--- config.mk ---
export PLATFORM = sky130hd
export DESIGN_NAME = spi_master_ctrl
export DESIGN_NICKNAME = d
export VERILOG_FILES = /design/src/rtl/spi_pkg.sv /design/src/rtl/spi_master_shifter.sv /design/src/rtl/spi_master_ctrl.sv
export SDC_FILE = /design/constraint.sdc
export NUM_CORES = 1
export LEC_CHECK = 0
export ABC_AREA = 1
export CORE_MARGIN = 3
export CORE_UTILIZATION = 50
export CTS_CLUSTER_SIZE = 40
export DETAILED_ROUTE_END_ITERATION = 6
export HOLD_SLACK_MARGIN = 0.15
export PLACE_DENSITY = 0.85
export SLEW_MARGIN = 20
export SYNTH_ARGS = -nofsm -noshare
export SYNTH_HDL_FRONTEND = slang
export SYNTH_SLANG_ARGS = --single-unit
--- constraint.sdc ---
create_clock -name clk -period 1.45 [get_ports clk]
set_clock_uncertainty 0.05 [all_clocks]
set_input_delay 0.29 -clock clk [delete_from_list [all_inputs] [get_ports clk]]
set_output_delay 0.29 -clock clk [all_outputs]
set_load 0.03 [all_outputs]
--- src/rtl/spi_pkg.sv ---
// Shared constants, FSM encoding and helpers for the SPI master.
// Imported by spi_master_ctrl and spi_master_shifter.
package spi_pkg;

  localparam int CMD_WIDTH_DEF  = 10;
  localparam int DATA_WIDTH_DEF = 8;

  localparam logic [1:0] CMD_WR_ADDR = 2'b00;
  localparam logic [1:0] CMD_WR_DATA = 2'b01;
  localparam logic [1:0] CMD_RD_ADDR = 2'b10;
  localparam logic [1:0] CMD_RD_DATA = 2'b11;

  typedef enum logic [2:0] {
    IDLE,
    START,
    SHIFT,
    WAIT,
    RECV,
    HOLD,
    GAP
  } state_t;

  function automatic int max4(
    input int a,
    input int b,
    input int c,
    input int d
  );
    int m;
    m = a;
    if (b > m) m = b;
    if (c > m) m = c;
    if (d > m) m = d;
    return m;
  endfunction

endpackage

--- src/rtl/spi_master_shifter.sv ---
// Command PISO and reply SIPO for the SPI master.
// Ports: load/shift/capture enables, cmd in, miso in, piso_bit/cap_next out.
module spi_master_shifter
  import spi_pkg::*;
#(
  parameter int CMD_WIDTH  = CMD_WIDTH_DEF,
  parameter int DATA_WIDTH = DATA_WIDTH_DEF
) (
  input  logic                  clk,
  input  logic                  rst,
  input  logic                  load,
  input  logic                  shift,
  input  logic                  capture,
  input  logic [CMD_WIDTH-1:0]  cmd,
  input  logic                  miso,
  output logic                  piso_bit,
  output logic [DATA_WIDTH-1:0] cap_next
);

  logic [CMD_WIDTH-1:0]  piso;
  // Only DATA_WIDTH-1 bits are stored; the
  // final bit comes straight from miso.
  logic [DATA_WIDTH-2:0] sipo;

  assign piso_bit = piso[CMD_WIDTH-1];
  assign cap_next = {sipo, miso};

  always_ff @(posedge clk) begin
    if (rst) begin
      piso <= '0;
      sipo <= '0;
    end else begin
      if (load)
        piso <= cmd;
      else if (shift)
        piso <= {piso[CMD_WIDTH-2:0], 1'b0};
      if (capture)
        sipo <= cap_next[DATA_WIDTH-2:0];
    end
  end

endmodule

--- src/rtl/spi_master_ctrl.sv ---
// SPI master: frames commands on SS_n/MOSI, captures read data from MISO.
// Ports: cmd valid/ready/data in, rd_data/rd_valid out, busy, SS_n, MOSI, MISO.
module spi_master_ctrl
  import spi_pkg::*;
#(
  parameter int GAP_CYCLES = 2,
  parameter int RD_LATENCY = 3,
  parameter int CMD_WIDTH  = CMD_WIDTH_DEF,
  parameter int DATA_WIDTH = DATA_WIDTH_DEF
) (
  input  logic                  clk,
  input  logic                  rst,
  input  logic                  cmd_valid,
  output logic                  cmd_ready,
  input  logic [CMD_WIDTH-1:0]  cmd_data,
  output logic [DATA_WIDTH-1:0] rd_data,
  output logic                  rd_valid,
  output logic                  busy,
  output logic                  SS_n,
  output logic                  MOSI,
  input  logic                  MISO
);

  localparam int CNT_MAX = max4(CMD_WIDTH, DATA_WIDTH,
                                RD_LATENCY, GAP_CYCLES);
  localparam int CNT_W = $clog2(CNT_MAX + 1);

  localparam logic [CNT_W-1:0] CMD_LAST = CNT_W'(CMD_WIDTH - 1);
  localparam logic [CNT_W-1:0] DAT_LAST = CNT_W'(DATA_WIDTH - 1);
  localparam logic [CNT_W-1:0] LAT_LAST = CNT_W'(RD_LATENCY - 1);
  localparam logic [CNT_W-1:0] GAP_LAST = CNT_W'(GAP_CYCLES - 1);
  localparam logic [CNT_W-1:0] ONE      = CNT_W'(1);

  state_t           state;
  logic [CNT_W-1:0] cnt;
  logic [1:0]       op;
  logic             load;
  logic             shift;
  logic             capture;
  logic             piso_bit;
  logic [DATA_WIDTH-1:0] cap_next;

  assign cmd_ready = (state == IDLE);
  assign busy      = ~cmd_ready;

  assign load    = cmd_ready & cmd_valid;
  // START emits the preamble copy of the MSB and then
  // re-presents it, so the PISO steps once in START.
  assign shift   = (state == START) |
                   ((state == SHIFT) & (cnt != CMD_LAST));
  assign capture = (state == RECV);

  spi_master_shifter #(
    .CMD_WIDTH  (CMD_WIDTH),
    .DATA_WIDTH (DATA_WIDTH)
  ) u_shifter (
    .clk      (clk),
    .rst      (rst),
    .load     (load),
    .shift    (shift),
    .capture  (capture),
    .cmd      (cmd_data),
    .miso     (MISO),
    .piso_bit (piso_bit),
    .cap_next (cap_next)
  );

  always_ff @(posedge clk) begin
    if (rst) begin
      state    <= IDLE;
      cnt      <= '0;
      op       <= CMD_WR_ADDR;
      SS_n     <= 1'b1;
      MOSI     <= 1'b0;
      rd_valid <= 1'b0;
      rd_data  <= '0;
    end else begin
      rd_valid <= 1'b0;
      unique case (state)
        IDLE: begin
          if (cmd_valid) begin
            op    <= cmd_data[CMD_WIDTH-1 -: 2];
            SS_n  <= 1'b0;
            MOSI  <= cmd_data[CMD_WIDTH-1];
            cnt   <= '0;
            state <= START;
          end
        end
        START: begin
          MOSI  <= piso_bit;
          cnt   <= '0;
          state <= SHIFT;
        end
        SHIFT: begin
          if (cnt == CMD_LAST) begin
            MOSI  <= 1'b0;
            cnt   <= '0;
            state <= (op == CMD_RD_DATA) ? WAIT : HOLD;
          end else begin
            MOSI <= piso_bit;
            cnt  <= cnt + ONE;
          end
        end
        WAIT: begin
          if (cnt == LAT_LAST) begin
            cnt   <= '0;
            state <= RECV;
          end else begin
            cnt <= cnt + ONE;
          end
        end
        RECV: begin
          // Last bit lands here so rd_data is fresh in HOLD.
          if (cnt == DAT_LAST) begin
            rd_data  <= cap_next;
            rd_valid <= 1'b1;
            cnt      <= '0;
            state    <= HOLD;
          end else begin
            cnt <= cnt + ONE;
          end
        end
        HOLD: begin
          SS_n  <= 1'b1;
          cnt   <= '0;
          state <= GAP;
        end
        GAP: begin
          if (cnt == GAP_LAST) begin
            cnt   <= '0;
            state <= IDLE;
          end else begin
            cnt <= cnt + ONE;
          end
        end
        default: begin
          SS_n  <= 1'b1;
          MOSI  <= 1'b0;
          cnt   <= '0;
          state <= IDLE;
        end
      endcase
    end
  end

endmodule

* Yosys cells after proc, flatten, opt, wreduce, memory -nomap -nowiden
Index checks and enable logic that the tools add are counted.
Storage, ports and cells: memories kept 0, register bits after elaboration 37, bits in latches 0, word-level logic and storage cells 65, RAM bits 0, bits of input ports 14, ROM bits 0
Cells by class: div/mod/pow operators 0, muxes and demuxes 21, reductions and logical operators 10, shifts and indexed selects 0, equality and inequality tests 17, bitwise gates (word level) 7, multiply operators 0, magnitude comparators 0, add/sub/neg operators 1
Operator list (count):
- $pmux 3 s7 | 1
- $mux 10 | 2
- $mux 4 | 5
- $pmux 4 s5 | 1
- $mux 3 | 6
- $eq 3x3->1 const B | 3
- $reduce_and 2->1 | 4
- $eq 3x2->1 const B | 2
- $ne 2x2->1 const B | 3
- $reduce_and 5->1 | 1
- $reduce_or 5->1 | 1
- $add 4x1->4 const B | 1
- $eq 4x1->1 const B | 1
- $eq 4x2->1 const B | 1
- $eq 4x3->1 const B | 1
- $eq 4x4->1 const B | 1
- $mux 1 | 4
- $ne 2x1->1 const B | 2
- $ne 4x4->1 const B | 1
- $not 1->1 | 4
- $pmux 1 s4 | 1
- $reduce_or 4->1 | 1
- $eq 3x1->1 const B | 1
- $logic_not 3->1 | 1
- other kinds (6) | 7

* Depth between registers and ports, before layout
Gate-level depths: netlist (run 1).
depth in word-level cells 5, gate-level depth with buffers 10, depth with buffers taken out 10

* Cells and area by module
A second synthesis (run 1) with hierarchy kept.
Unflattened totals: cell total of the unflattened synthesis 263, area, all modules 1803.0 um2
Modules (own cells, without submodules):
- spi_master_ctrl | area each 1076.0 um2, sequential area each 400.4 um2, cells an instance 158, instances 1
- spi_master_shifter | area each 726.9 um2, sequential area each 340.3 um2, cells an instance 105, instances 1

* Worst setup path after synthesis (run 1)
OpenSTA, ideal clock, no wires.
kind reg2reg, start register state[1], end register u_shifter.piso[8], data required time 1272 ps, path buffers 2, cell stages (with the launch flop) 11, slack -42 ps, period minus slack after synthesis 1492 ps, arrival 1314 ps, library setup time 128 ps, cells stage by stage dfxtp_1 > buf_6 > nor2_2 > nand2_2 > inv_4 > nand2_8 > nand3_2 > buf_6 > nand3_2 > o21ai_2 > nor2_2
Between the ends: elaborated cells on any way between the ends 8, those cells by class 2 x eq/ne; 1 x mux; 3 x bitwise; 2 x reduce/logical
RTL lines:
- start, declared | RTL line spi_master_ctrl.sv:34 | state_t state;
- start signal, assigned | RTL line spi_master_ctrl.sv:98 | state <= (op == CMD_RD_DATA) ? WAIT : HOLD;
- $logic_not 3->1 * | RTL line spi_master_ctrl.sv:43 | assign cmd_ready = (state == IDLE);
- via cmd_ready | RTL line spi_master_ctrl.sv:14 | output logic cmd_ready,
- $and 1x1->1 * | RTL line spi_master_ctrl.sv:46 | assign load = cmd_ready & cmd_valid;
- $mux 10 or $reduce_bool 2->1 (tied branches)
- end signal, assigned | RTL line spi_master_shifter.sv:34 | piso <= cmd;
- end signal, assigned | RTL line spi_master_shifter.sv:36 | piso <= {piso[CMD_WIDTH-2:0], 1'b0};
- end, declared | RTL line spi_master_shifter.sv:20 | logic [CMD_WIDTH-1:0] piso;
The timed path passes the listed nets; every way through them passes the cells marked *. A chain may end at the register's enable or synchronous reset.

* Worst setup path after layout (run 1)
start register state[0], end register state[1]
Between the ends: cells in the longest elaborated chain, start to end 3, elaborated cells on any way between the ends 14, those cells by class 11 x eq/ne; 1 x mux; 2 x reduce/logical
Ends and longest elaborated chain:
- $eq 3x3->1 (tied with other cells) | RTL line spi_master_ctrl.sv:79 | unique case (state)
- $ne 2x2->1 (no source line) or $ne 2x1->1 (tied branches)
- $reduce_and 5->1 (no source line)
Parallel ways exist; a longest one is shown, timed or not.

==> results of run 1 <==
## worst register-to-register path: cells and delay by family (launching register included)
family                 cells  cell delay, ns
buffers and inverters      2            0.23
DFF                        1            0.39
and+or+nand+nor            6            0.81
## per-layer routing
layer / global-route usage (%) / routed length [um] / up-vias
li1: - / - / 901
met1: 23.0 / 1920 / 895
met2: 37.5 / 2940 / 86
met3: 5.44 / 318 / 30
met4: 8.29 / 196 / 0
met5: 0 / 0 / -
## kinds of logic (layout without fill, tap and decap cells)
family / Yosys count / in the layout / share of synthesized area (%)
fa+ha+maj: 3 / 3 / 2.10
simple gates: 127 / 128 / 32.1
flops: 37 / 37 / 41.4
buf+inv: 33 / 93 / 8.60
compound gates: 45 / 45 / 15.3
xor+xnor: 1 / 1 / 0.490
## flip-flops by register name (all words and copies together), names as in the netlist
name	count
SS_n	1
rd_data	8
u_shifter.sipo	7
MOSI	1
state	3
u_shifter.piso	10
rd_valid	1
cnt	4
op	2
## path summary, 6_finish.rpt
check	startpoint	end	slack, ns
worst min register to register	u_shifter.sipo[3]	rd_data[4]	0.43
worst max register to register	state[0]	state[1]	-0.12
worst min-delay path	u_shifter.sipo[3]	rd_data[4]	0.43
worst max-delay path	state[0]	state[1]	-0.12
## cell usage after synthesis (all sizes together), types with 3 or more instances
cell,instances,area share [%]
clkbuf,3,0.84
o21ai,25,8.3
buf,4,2.2
inv,26,5.6
nand3,16,5.3
ha,3,2.1
nor2,43,11
nand2,67,16
a21oi,17,5.8
dfxtp,37,41
## power groups by stage
stage | registers (W) | clock network, W | logic, W
detailed placement | 0.00140 | 0 | 0.00193
CTS | 0.00140 | 0.000905 | 0.00218
floorplan | 0.00142 | 0 | 0.00135
global route | 0.00144 | 0.000957 | 0.00312
finish | 0.00142 | 0.000901 | 0.00291
global placement | 0.00140 | 0 | 0.00188
## per-stage QoR
stage	util, %	power (W)	cells	setup slack (ns)	TNS (ns)
after floorplan	-	0.00277	246	0.0188	0
after global placement	64.9	0.00328	330	-0.213	-4.20
after detailed placement	64.9	0.00333	330	-0.236	-4.52
after CTS	70.5	0.00449	343	-0.0824	-0.0845
after global routing	78.2	0.00552	353	-0.205	-1.79
final	78.2	0.00523	353	-0.120	-0.626
## final cells by class
type	instances	area share, %
Multi-Input combinational cell	177	41.2
Timing Repair Buffer	59	20.1
Tap cell	46	2.17
Clock inverter	3	2.45
Inverter	26	4.34
Clock buffer	5	1.42
Sequential cell	37	28.4
## repair_timing
action	4_1_cts	5_1_grt
gates cloned	0	2
gates resized for setup	35	63
pin swaps	7	16
setup buffers	5	8
hold buffers	0	0
endpoints found under the setup margin	33	38
==> flow_results.org, run 1 <==
** Setup path
- The critical path goes through nor2_4 -> nand2_4 -> nor2_1 -> inv_2 -> nand3_2 -> inv_2 -> nor2_1 -> nor2_1.
- Counting buffers and inverters, the worst setup path is 8 cells deep.
- Counting both buffers and inverters, the worst setup path holds a total of 2.
- For the worst flop-to-flop path, the logic depth is 8.
- Critical Path Most Common Cell :: sky130_fd_sc_hd__nor2_1
- Critical path endpoint category :: flop
- The largest single stage delay on the critical path is 0.39 ns.
- STA classifies the critical path startpoint as a flop.
- Crit-path slowest cell :: sky130_fd_sc_hd__dfxtp_4
- Largest fanout on the critical path :: 7
- The setup path with the least slack is of type reg2reg.
- Critical path required time :: 1.65 ns
- Grouping stages by cell kind, the critical path spends the most delay in simple AND/OR/NAND/NOR gates.
- Data arrival time of the critical path :: roughly 1.8 ns

** Cells and area
- The final layout contains 323 nets.
- The sequential cells in the finished layout cover a total of 752 um^2.
- From synthesis to final layout, the design area changed by 48.2%.
- Post-route cell area :: 2650 um^2
- Share of post-route cells with drive strength above 1 :: 39.4%
- Leaving out fill and tap cells, the most frequent cell in the layout is sky130_fd_sc_hd__nand2_1.
- Most frequent cells in the layout :: sky130_fd_sc_hd__nand2_1, sky130_fd_sc_hd__dfxtp_1, sky130_fd_sc_hd__nor2_1, sky130_fd_sc_hd__buf_4, sky130_fd_sc_hd__o21ai_0
- Number of antenna repair diodes :: 0
- Summing all multi-input logic gate instances after layout gives 1090 um^2.
- Total of fill cells in the finished design :: 210

** Run status
- The flow ran to the end, but the final reports show violations.
- The checks that failed: negative setup slack.

** Routing
- Once detail routing completed, the nets flagged for antenna violations numbered 0.
- After detailed routing, the total wire length is 5380 um.
- For this run, design rule violations remaining after detail routing come to 0.
- Average wire per cell in the routed design :: 15.2 um
- Total number of vias :: 1,912
- Detail-routed via count per cell :: 5.42
- DRC violation total after the first TritonRoute iteration :: 109
- The first detailed-routing pass ran for 5 iterations.

** Pwr
- The internal portion of the total power is about 0.003 W.
- Worst supply voltage drop on vdd :: 0.00152 V
- The clock network burns 17.2% of the power.
- Of the total power, combinational logic draws 55.5%.
- Switching power :: between 0.002 and 0.0025 W
- Register share of total power :: a little over a quarter
- Summed over all cells, the static leakage comes to between 1 and 1.5 nW.
- Net Sw Frac :: roughly two fifths
- Power spread over the standard cell area amounts to 1970 nW/um^2.

** Die
- Number of I/O pins :: 27
- The core region is approximately 3400 um^2.
- Height of the die :: 65.8 um
- The initialized floorplan defines 21 standard-cell rows.
- Initial core utilization :: 52.8%
- The floorplan step set the die width to 65.8 um.
- Die Area :: 4330 um^2

** Yosys
- Total nets after synthesis :: between 200 and 300
- Netlist area before placement :: 1790 um^2
- After synthesis, the mean cell area works out to 7.27 um^2.
- Synth Flop Type :: sky130_fd_sc_hd__dfxtp_1
- After technology mapping, the gate count stands at 246.
- The Yosys step of the flow raised 0 warnings.
- The synthesized netlist contains 27 unique library cells.
- Seq/Total Area, Yosys :: roughly 41%
- Number of enable-type register cells in the synthesized netlist :: 0
- Count of state elements after synthesis :: 37
- For this run, asynchronously set or reset flops after synthesis account for 0%.

** Clock network
- Root cell of the clock tree :: sky130_fd_sc_hd__clkbuf_4
- The clock net in this run drives a total of 37 sinks.
- TritonCTS buffer count :: 5
- Max Buffers Root-to-Sink :: 2
- Number of H-tree levels :: 2
- Clk slew on worst S/H paths :: around 0.12 ns
- TritonCTS built the clock tree.
- Worst skew pair latency :: 0.35 ns

** STA
- Setup repair after global routing could not meet its margin everywhere.
- Setup slack after layout :: -0.120 ns
- The max-slew violation total from the final report was 0.
- Setup Viol. Count Final :: 11
- The number of hold violations in the final report was 0.
- Hold is met by 0.426 ns.
- Tcrit/Tclk final :: 108%
- Timing would allow up to between 600 and 700 MHz.
- Final min period :: 1.57 ns
- For the pin with the worst max-slew slack, the measured transition is 0.628 ns.
- In this run the tightest slew margin relative to its limit is 58.1%.

** Min path
- The min-delay analysis places its worst path in the category reg2reg.
- Counting instances, the worst hold path has a depth of 2.

** Global route
- Global-route wire length before repair :: 6960 um
- The initial antenna violation count is 0.
- The number of global-route vias before repair is 1,608.
- Global routing finished with a remaining overflow of 0.
- Global routing used 20.8% of the available tracks.
- Largest net degree at the start of global routing :: 22

** Placement
- The congestion estimate from routability-driven global placement came to a little under 0.9.
- The HPWL after detailed placement is 2740 um.
- Cell area reported after detailed placement :: 2200 um^2
- The count of buffers added on input and output ports is 26.

** Run
- The tool flagged a number of max-cap violations equal to 0.
No activity file was read; power rests on OpenSTA's default activity.
==> run 2: changes to the inputs <==
Settings changed: CTS_BUF_LIST from default to sky130_fd_sc_hd__clkbuf_16.
==> flow_results.org, run 2 (same netlist as run 1, synthesis figures left out) <==
** Run status
- Status :: finished with violations
- The final reports fail on negative setup slack.

** Cells and area
- The layout cell share with drive strength beyond 1 came to 34.3% (-5.1 points).
- Most frequent cells in the layout :: sky130_fd_sc_hd__nand2_1, sky130_fd_sc_hd__dfxtp_1, sky130_fd_sc_hd__nor2_1, sky130_fd_sc_hd__buf_4, sky130_fd_sc_hd__o21ai_0
- Leaving out fill and tap cells, the most frequent cell in the layout is sky130_fd_sc_hd__nand2_1.
- Top flop regs :: u_shifter.piso: 10 flops, rd_data: 8 flops, u_shifter.sipo: 7 flops
- The net total in the final layout came to 313 (-3.1%).
- Growth of design area from synthesis to finish :: 46.0%
- The flip-flop count of the largest register after layout came to 10 (unchanged).
- The count of antenna diodes in the layout came to 0 (unchanged).
- Post-route cell area :: 2610 um^2 (-1.5%)
- The number of filler instances in the final layout was 236 (+12%).
- Register with the highest flop count :: u_shifter.piso
- The final standard cell utilization of the core was 77.1% (-1.1 points).

** Min path
- Cells on Worst Hold Path :: 2 (unchanged)
- Terminating pin of the worst hold path :: MOSI
- In this run the most critical hold path is launched from MOSI.
- Kind of path behind the tightest hold check :: reg2reg

** Routing
- Detail-routed via count per cell :: 5.11 (-5.6%)
- Total number of vias :: 1,753 (-8.3%)
- Remaining antenna violation count :: 0 (unchanged)
- Number of iterations in the first detailed-routing pass :: 4 (-1)
- The aggregate routed wire length is 4710 um (-12%).
- DRC violation count after routing :: 0 (unchanged)
- DRC violation total after the first TritonRoute iteration :: 141 (+29%)
- Average wire per cell in the routed design :: 13.7 um (-9.9%)

** Clock network
- Clock tree from TritonCTS :: yes
- # clock sinks :: 37 (unchanged)
- The clock-pin slew on the worst setup and hold paths came to 0.06 ns (-0.06 ns).
- Worst skew pair latency :: 0.29 ns (-0.06 ns)
- The total number of H-tree levels is 2 (unchanged).
- Root cell of the clock tree :: sky130_fd_sc_hd__clkbuf_16
- The buffer levels on the longest clock path is 2 (unchanged).
- The number of CTS-inserted buffers is 5 (unchanged).

** STA
- Setup repair after global routing could not meet its margin everywhere.
- Setup Viol. Count Final :: 3 (-8)
- Total Neg Setup Slack :: -0.0617 ns (+0.565 ns)
- Relative slew slack :: 72.2% (+14 points)
- The maximum frequency from static timing analysis is 677 MHz (+6.2%).
- Setup slack after layout :: -0.0274 ns (+0.0922 ns)
- The number of hold violations in the final report came to 0 (unchanged).
- Slew at the pin closest to its max-slew limit :: 0.413 ns (-0.215 ns)
- Final min period :: 1.48 ns (-0.0922 ns)
- The final worst-path cycle share came to 102% (-6.4 points).
- The max-slew violation total from the final report came to 0 (unchanged).

** Setup path
- In this run the critical register-to-register path is launched from cnt[1].
- The endpoint required time on the critical path is 1.56 ns (-0.09 ns).
- The worst register-to-register path ends at state[2].
- The largest fanout on the critical path came to 3 (-4).
- The path depth of the worst reg2reg path came to 9 (+1).
- Startpoint-to-endpoint class of the critical path :: reg2reg
- The setup slack of the worst register-to-register path was -0.03 ns (+0.09 ns).
- The worst setup path is launched from a flop.
- Data arrival time of the critical path :: 1.59 ns (-0.18 ns)
- The worst setup path is captured at a flop.

** Die
- Height of the die :: 65.8 um (unchanged)
- Area of the placeable core :: 3390 um^2 (unchanged)
- Core Rows :: 21 (unchanged)
- The area of the die was 4330 um^2 (unchanged).
- Initial core utilization :: 52.8% (unchanged)
- Width of the die :: 65.8 um (unchanged)
- Number of I/O pins :: 27 (unchanged)

** Global route
- GRT Overall Usage :: 21.1% (+0.24 points)
- Number of global-route vias before repair :: 1,607 (-0.062%)
- The global-route wire length before repair was 6880 um (-1.1%).
- Number of antenna violations at the first check in global routing :: 0 (unchanged)
- Largest net degree at the start of global routing :: 22 (unchanged)
- The total overflow reported by the global router came to 0 (unchanged).

** Pwr
- Worst supply voltage drop on vdd :: 0.00154 V (+1.7%)
- Areal power density over the cells :: 2030 nW/um^2 (+3.0%)
- Static leakage :: 1.16 nW (-1.2%)

** Run
- MaxCap Viol Count :: 0 (unchanged)

** Placement
- The weighted congestion reported at the end of routability-driven placement is 0.873 (unchanged).
- The HPWL after detailed placement came to 2740 um (unchanged).
- Number of I/O port buffers :: 26 (unchanged)
- The cell area reported after detailed placement is 2200 um^2 (unchanged).
==> run 2: cell types whose count changed in the layout (fill, tap and decap cells not counted), moves of 2 or more <==
cell,previous run,this run
sky130_fd_sc_hd__clkdlybuf4s15_1,5,0
sky130_fd_sc_hd__nand2_4,8,5
sky130_fd_sc_hd__buf_4,28,18
sky130_fd_sc_hd__clkbuf_2,4,0
sky130_fd_sc_hd__buf_6,5,7
sky130_fd_sc_hd__nor2_1,30,32
sky130_fd_sc_hd__clkbuf_4,5,0
sky130_fd_sc_hd__clkbuf_16,1,5
sky130_fd_sc_hd__dlygate4sd2_1,1,11
sky130_fd_sc_hd__nand2_1,48,50
==> run 2: area by class of cell <==
| type | count | area, um^2 | area share, % |
|---|---|---|---|
| repair buffers | 49 | 440 | 16.9 |
| clock buffers | 5 | 125 | 4.79 |
| clock inverters | 3 | 65.1 | 2.49 |
| multi-input cells | 177 | 1060 | 40.5 |
| well taps | 46 | 57.6 | 2.20 |
| flip-flops and latches | 37 | 752 | 28.8 |
| inverters | 26 | 114 | 4.36 |
==> run 2: what timing repair did <==
action	CTS	global route
setup buffers	1	4
resized for setup	25	47
endpoints found under the setup margin	30	25
pin swaps	7	15
gates cloned	0	1
hold buffers	0	0
endpoints found under the hold margin	0	0
==> run 2: power by group <==
group	leakage [nW]	switching [W]	internal [W]	total, W
clock network	0.0938	0.000431	0.000982	0.00141
logic	0.763	0.00147	0.00100	0.00247
registers	0.304	0.000166	0.00126	0.00142
total	1.16	0.00206	0.00324	0.00531
==> run 2: routing by layer <==
| layer | routed length [um] | vias to the layer above | GRT usage (%) |
|---|---|---|---|
| met2 | 2520 | 41 | 36.5 |
| met4 | 165 | 0 | 11.1 |
| met5 | 0 | - | 0 |
| met1 | 1830 | 815 | 22.0 |
| li1 | - | 883 | - |
| met3 | 191 | 14 | 7.65 |
==> run 2: how the worst max path moves through the flow <==
stage          cells past startpoint  startpoint                end
2_1_floorplan                     10    state[1]  u_shifter.piso[8]
3_3_place_gp                       7   cmd_valid  u_shifter.piso[9]
3_5_place_dp                       7   cmd_valid  u_shifter.piso[9]
4_1_cts                           11      cnt[0]           state[0]
5_1_grt                           10      cnt[3]           state[0]
6_report                           9      cnt[1]           state[2]
==> run 2: per-stage QoR <==
stage          hold slack, ns  cells  worst slack (ns)  total power (W)
2_1_floorplan           0.386    246            0.0188          0.00277
3_3_place_gp            0.401    330            -0.213          0.00328
3_5_place_dp            0.405    330            -0.236          0.00333
4_1_cts                 0.412    338           0.00125          0.00483
5_1_grt                 0.438    343            -0.158          0.00560
6_report                0.416    343           -0.0274          0.00531
==> run 2: critical path, stage by stage (launching register included) <==
cell and delay [ns]:
sky130_fd_sc_hd__dfxtp_2 0.34, sky130_fd_sc_hd__buf_6 0.12, sky130_fd_sc_hd__ha_4 0.15, sky130_fd_sc_hd__nand2_4 0.06, sky130_fd_sc_hd__nor2_4 0.10, sky130_fd_sc_hd__nor2_2 0.05
sky130_fd_sc_hd__nor2_1 0.16, sky130_fd_sc_hd__nand3_2 0.14, sky130_fd_sc_hd__nand2_1 0.11, sky130_fd_sc_hd__a21oi_2 0.06
==> variant: new RTL, settings of run 1 <==
`GAP_CYCLES`: 2 -> 1.
--- a/src/rtl/spi_master_ctrl.sv
+++ b/src/rtl/spi_master_ctrl.sv
@@ -5,3 +5,3 @@
 #(
-  parameter int GAP_CYCLES = 2,
+  parameter int GAP_CYCLES = 1,
   parameter int RD_LATENCY = 3,
Formal check against the unedited RTL: no difference found for any inputs over 10 cycles, from zero or initial values and one cycle with rst high; that may be too few to reach the edited logic, so the function may still have changed.
==> variant against run 1 <==
The run still ends with setup timing left; sequential cell count unchanged; power down 14%; register-to-register slack better by 0.10 ns; non-clock buffer count down 6; worst setup slack better by 0.075 ns; synthesized cell count up 2.0%; area after synthesis up 0.42%; first-iteration DRC count up 56%; via count down 8.5%; cell area down 7.0%; sequential power up 3%; routed wire length down 18%; critical path depth down 4; clock power down 41%; critical endpoint is now cmd_ready; largest cell class unchanged; highest routed layer unchanged.
==> variant: results (changes against run 1) <==
stage,metric,value,unit,change
setup_path,kind of critical path,flop to primary output,,
route,met1 wire length,1850,um,-3.6%
grt,GR Util All Layers,0.1919,,-0.01652
setup_path,Crit Path Max Fanout,6,,-1
grt,gr busiest metal,met2,,
route,DR vias,1749,,-8.5%
clocking,CTS Root Cell,clkbuf_4,,
cells_and_area,Fillers,255,,+21%
grt,vias in the first global route,1584,,-1.5%
route,Post-Route WL,4410,um,-18%
status,status,finished with violations,,
cells_and_area,top flop regs,"u_shifter.piso (10), rd_data (8), u_shifter.sipo (7)",,
power_and_ir_drop,Int Power,2.514,mW,-17%
grt,largest net degree at the start of global routing,17,,-23%
status,failing checks,setup timing,,
route,Iteration-0 DRC Markers,170,,+56%
setup_path,Worst R2R End,u_shifter.piso[7]$_SDFFE_PP0P_,,
logic_synthesis,mux contribution to synthesized area,0,,unchanged
clocking,post_cts resized,23,,-34%
logic_synthesis,most instantiated cells after synthesis,"nand2_1, dfxtp_1, nor2_1",,
place,Post-DP Area,2217,um2,+0.85%
grt,total global routing overflow,0,,unchanged
logic_synthesis,synth top area cells,"dfxtp_1, nand2_1, nor2_1, a21oi_1, nand3_1",,
timing,fin worst setup slack,-0.04500,ns,+0.07466 ns
cells_and_area,area of the multi-input gates,1026,um2,-6.1%
setup_path,WP data arrival,1.15,ns,-0.62 ns
clocking,setup bufs post-CTS,4,,-1
power_and_ir_drop,Pleak,1.170,nW,-0.37%
hold_path,hold endpoint,rd_data[5]$_SDFFE_PP0P_,,
clocking,Worst-Skew Late Latency,0.35,ns,about the same
route,wire length on met2,2204,um,-25%
logic_synthesis,Compound-Gate Fraction of Synth Area,0.1010,,-0.05217
logic_synthesis,Post-Synth Adder-Cell Area,0.02786,,+0.006876
grt,first-pass GRT wire length,6555,um,-5.8%
place,global placement routability congestion,0.9477,,+8.5%
logic_synthesis,xor/xnor share of the synthesized area,0.009749,,+0.004854
grt,met3 Track Usage GR,0.03231,,-0.02211
grt,initial antenna violation count,0,,unchanged
hold_path,Hold Path Class,flop to flop,,
logic_synthesis,Yosys warning count,0,,unchanged
setup_path,worst setup path end,cmd_ready,,
power_and_ir_drop,VDD IR-drop max,999.8,uV,-34%
cells_and_area,layout cells sized above 1,0.2876,,-0.1066
logic_synthesis,Synth Net Count,269,,+2.3%
clocking,TritonCTS Buffers,5,,unchanged
timing,hold slack,0.4172,ns,-0.008614 ns
grt,GR Layer Usage met2,0.3141,,-0.06133
place,HPWL after DPL,2725,um,-0.38%
clocking,deepest level of the CTS H-tree,2,,unchanged
logic_synthesis,sequential fraction of the synthesis area,0.4123,,-0.001730
grt,met1 Use GR,0.2503,,+0.02015
timing,final setup fails,7,,-4
setup_path,"setup slack, reg-to-reg",-0.02,ns,+0.10 ns
setup_path,R2R Path Start,state[2]$_SDFFE_PP0P_,,
cells_and_area,ant diodes,0,,unchanged
route,drt first pass iters,4,,-1
hold_path,worst hold start,u_shifter.sipo[4]$_SDFFE_PP0P_,,
timing,Slew HR,0.8023,,+0.2214
route,met3 WL,239,um,-25%
==> variant: cell types whose count changed after synthesis, moves of 4 or more <==
cell,run 1,this run
nand2_1,60,77
o21ai_0,18,10
inv_1,21,15
o21ai_2,6,0
a21oi_1,12,17
a21oi_2,5,0
nor2_1,38,34
==> variant: layout make-up <==
cell class	count	share of cell area
Timing Repair Buffer	53	0.1964
Multi-Input combinational cell	185	0.4162
Clock inverter	3	0.007107
Clock buffer	5	0.01523
Sequential cell	37	0.3056
Tap cell	46	0.02335
Inverter	23	0.03604
==> variant: cells by family (layout without fill, tap and decap cells) <==
kind of cell | Yosys count | after routing
AOI/OAI and AO/OA | 34 | 34
xor gates and xnor gates | 2 | 2
adders and majority gates | 4 | 4
buffers and inverters | 30 | 84
DFF | 37 | 37
and+or+nand+nor | 144 | 145
==> variant: power groups by stage <==
stage | clock [mW] | sequential (mW) | combinational [mW]
after floorplan | 0 | 1.45 | 1.37
after global placement | 0 | 1.44 | 1.91
after detailed placement | 0 | 1.44 | 1.94
after CTS | 0.547 | 1.43 | 2.09
after global routing | 0.586 | 1.48 | 2.77
final | 0.534 | 1.46 | 2.52
==> variant: metrics by stage <==
stage | setup slack (ns) | cells | setup TNS, ns
final | -0.04500 | 352 | -0.09987
after global routing | -0.1325 | 352 | -0.8697
after CTS | -0.002346 | 346 | -0.002346
after detailed placement | -0.1438 | 333 | -2.115
after global placement | -0.1285 | 333 | -1.745
after floorplan | 0.04699 | 251 | 0
==> variant: critical path: stages, from the launching register on <==
cell	delay (ns)
dfxtp_1	0.42
inv_2	0.11
nand2_4	0.11
inv_2	0.04
buf_6	0.13
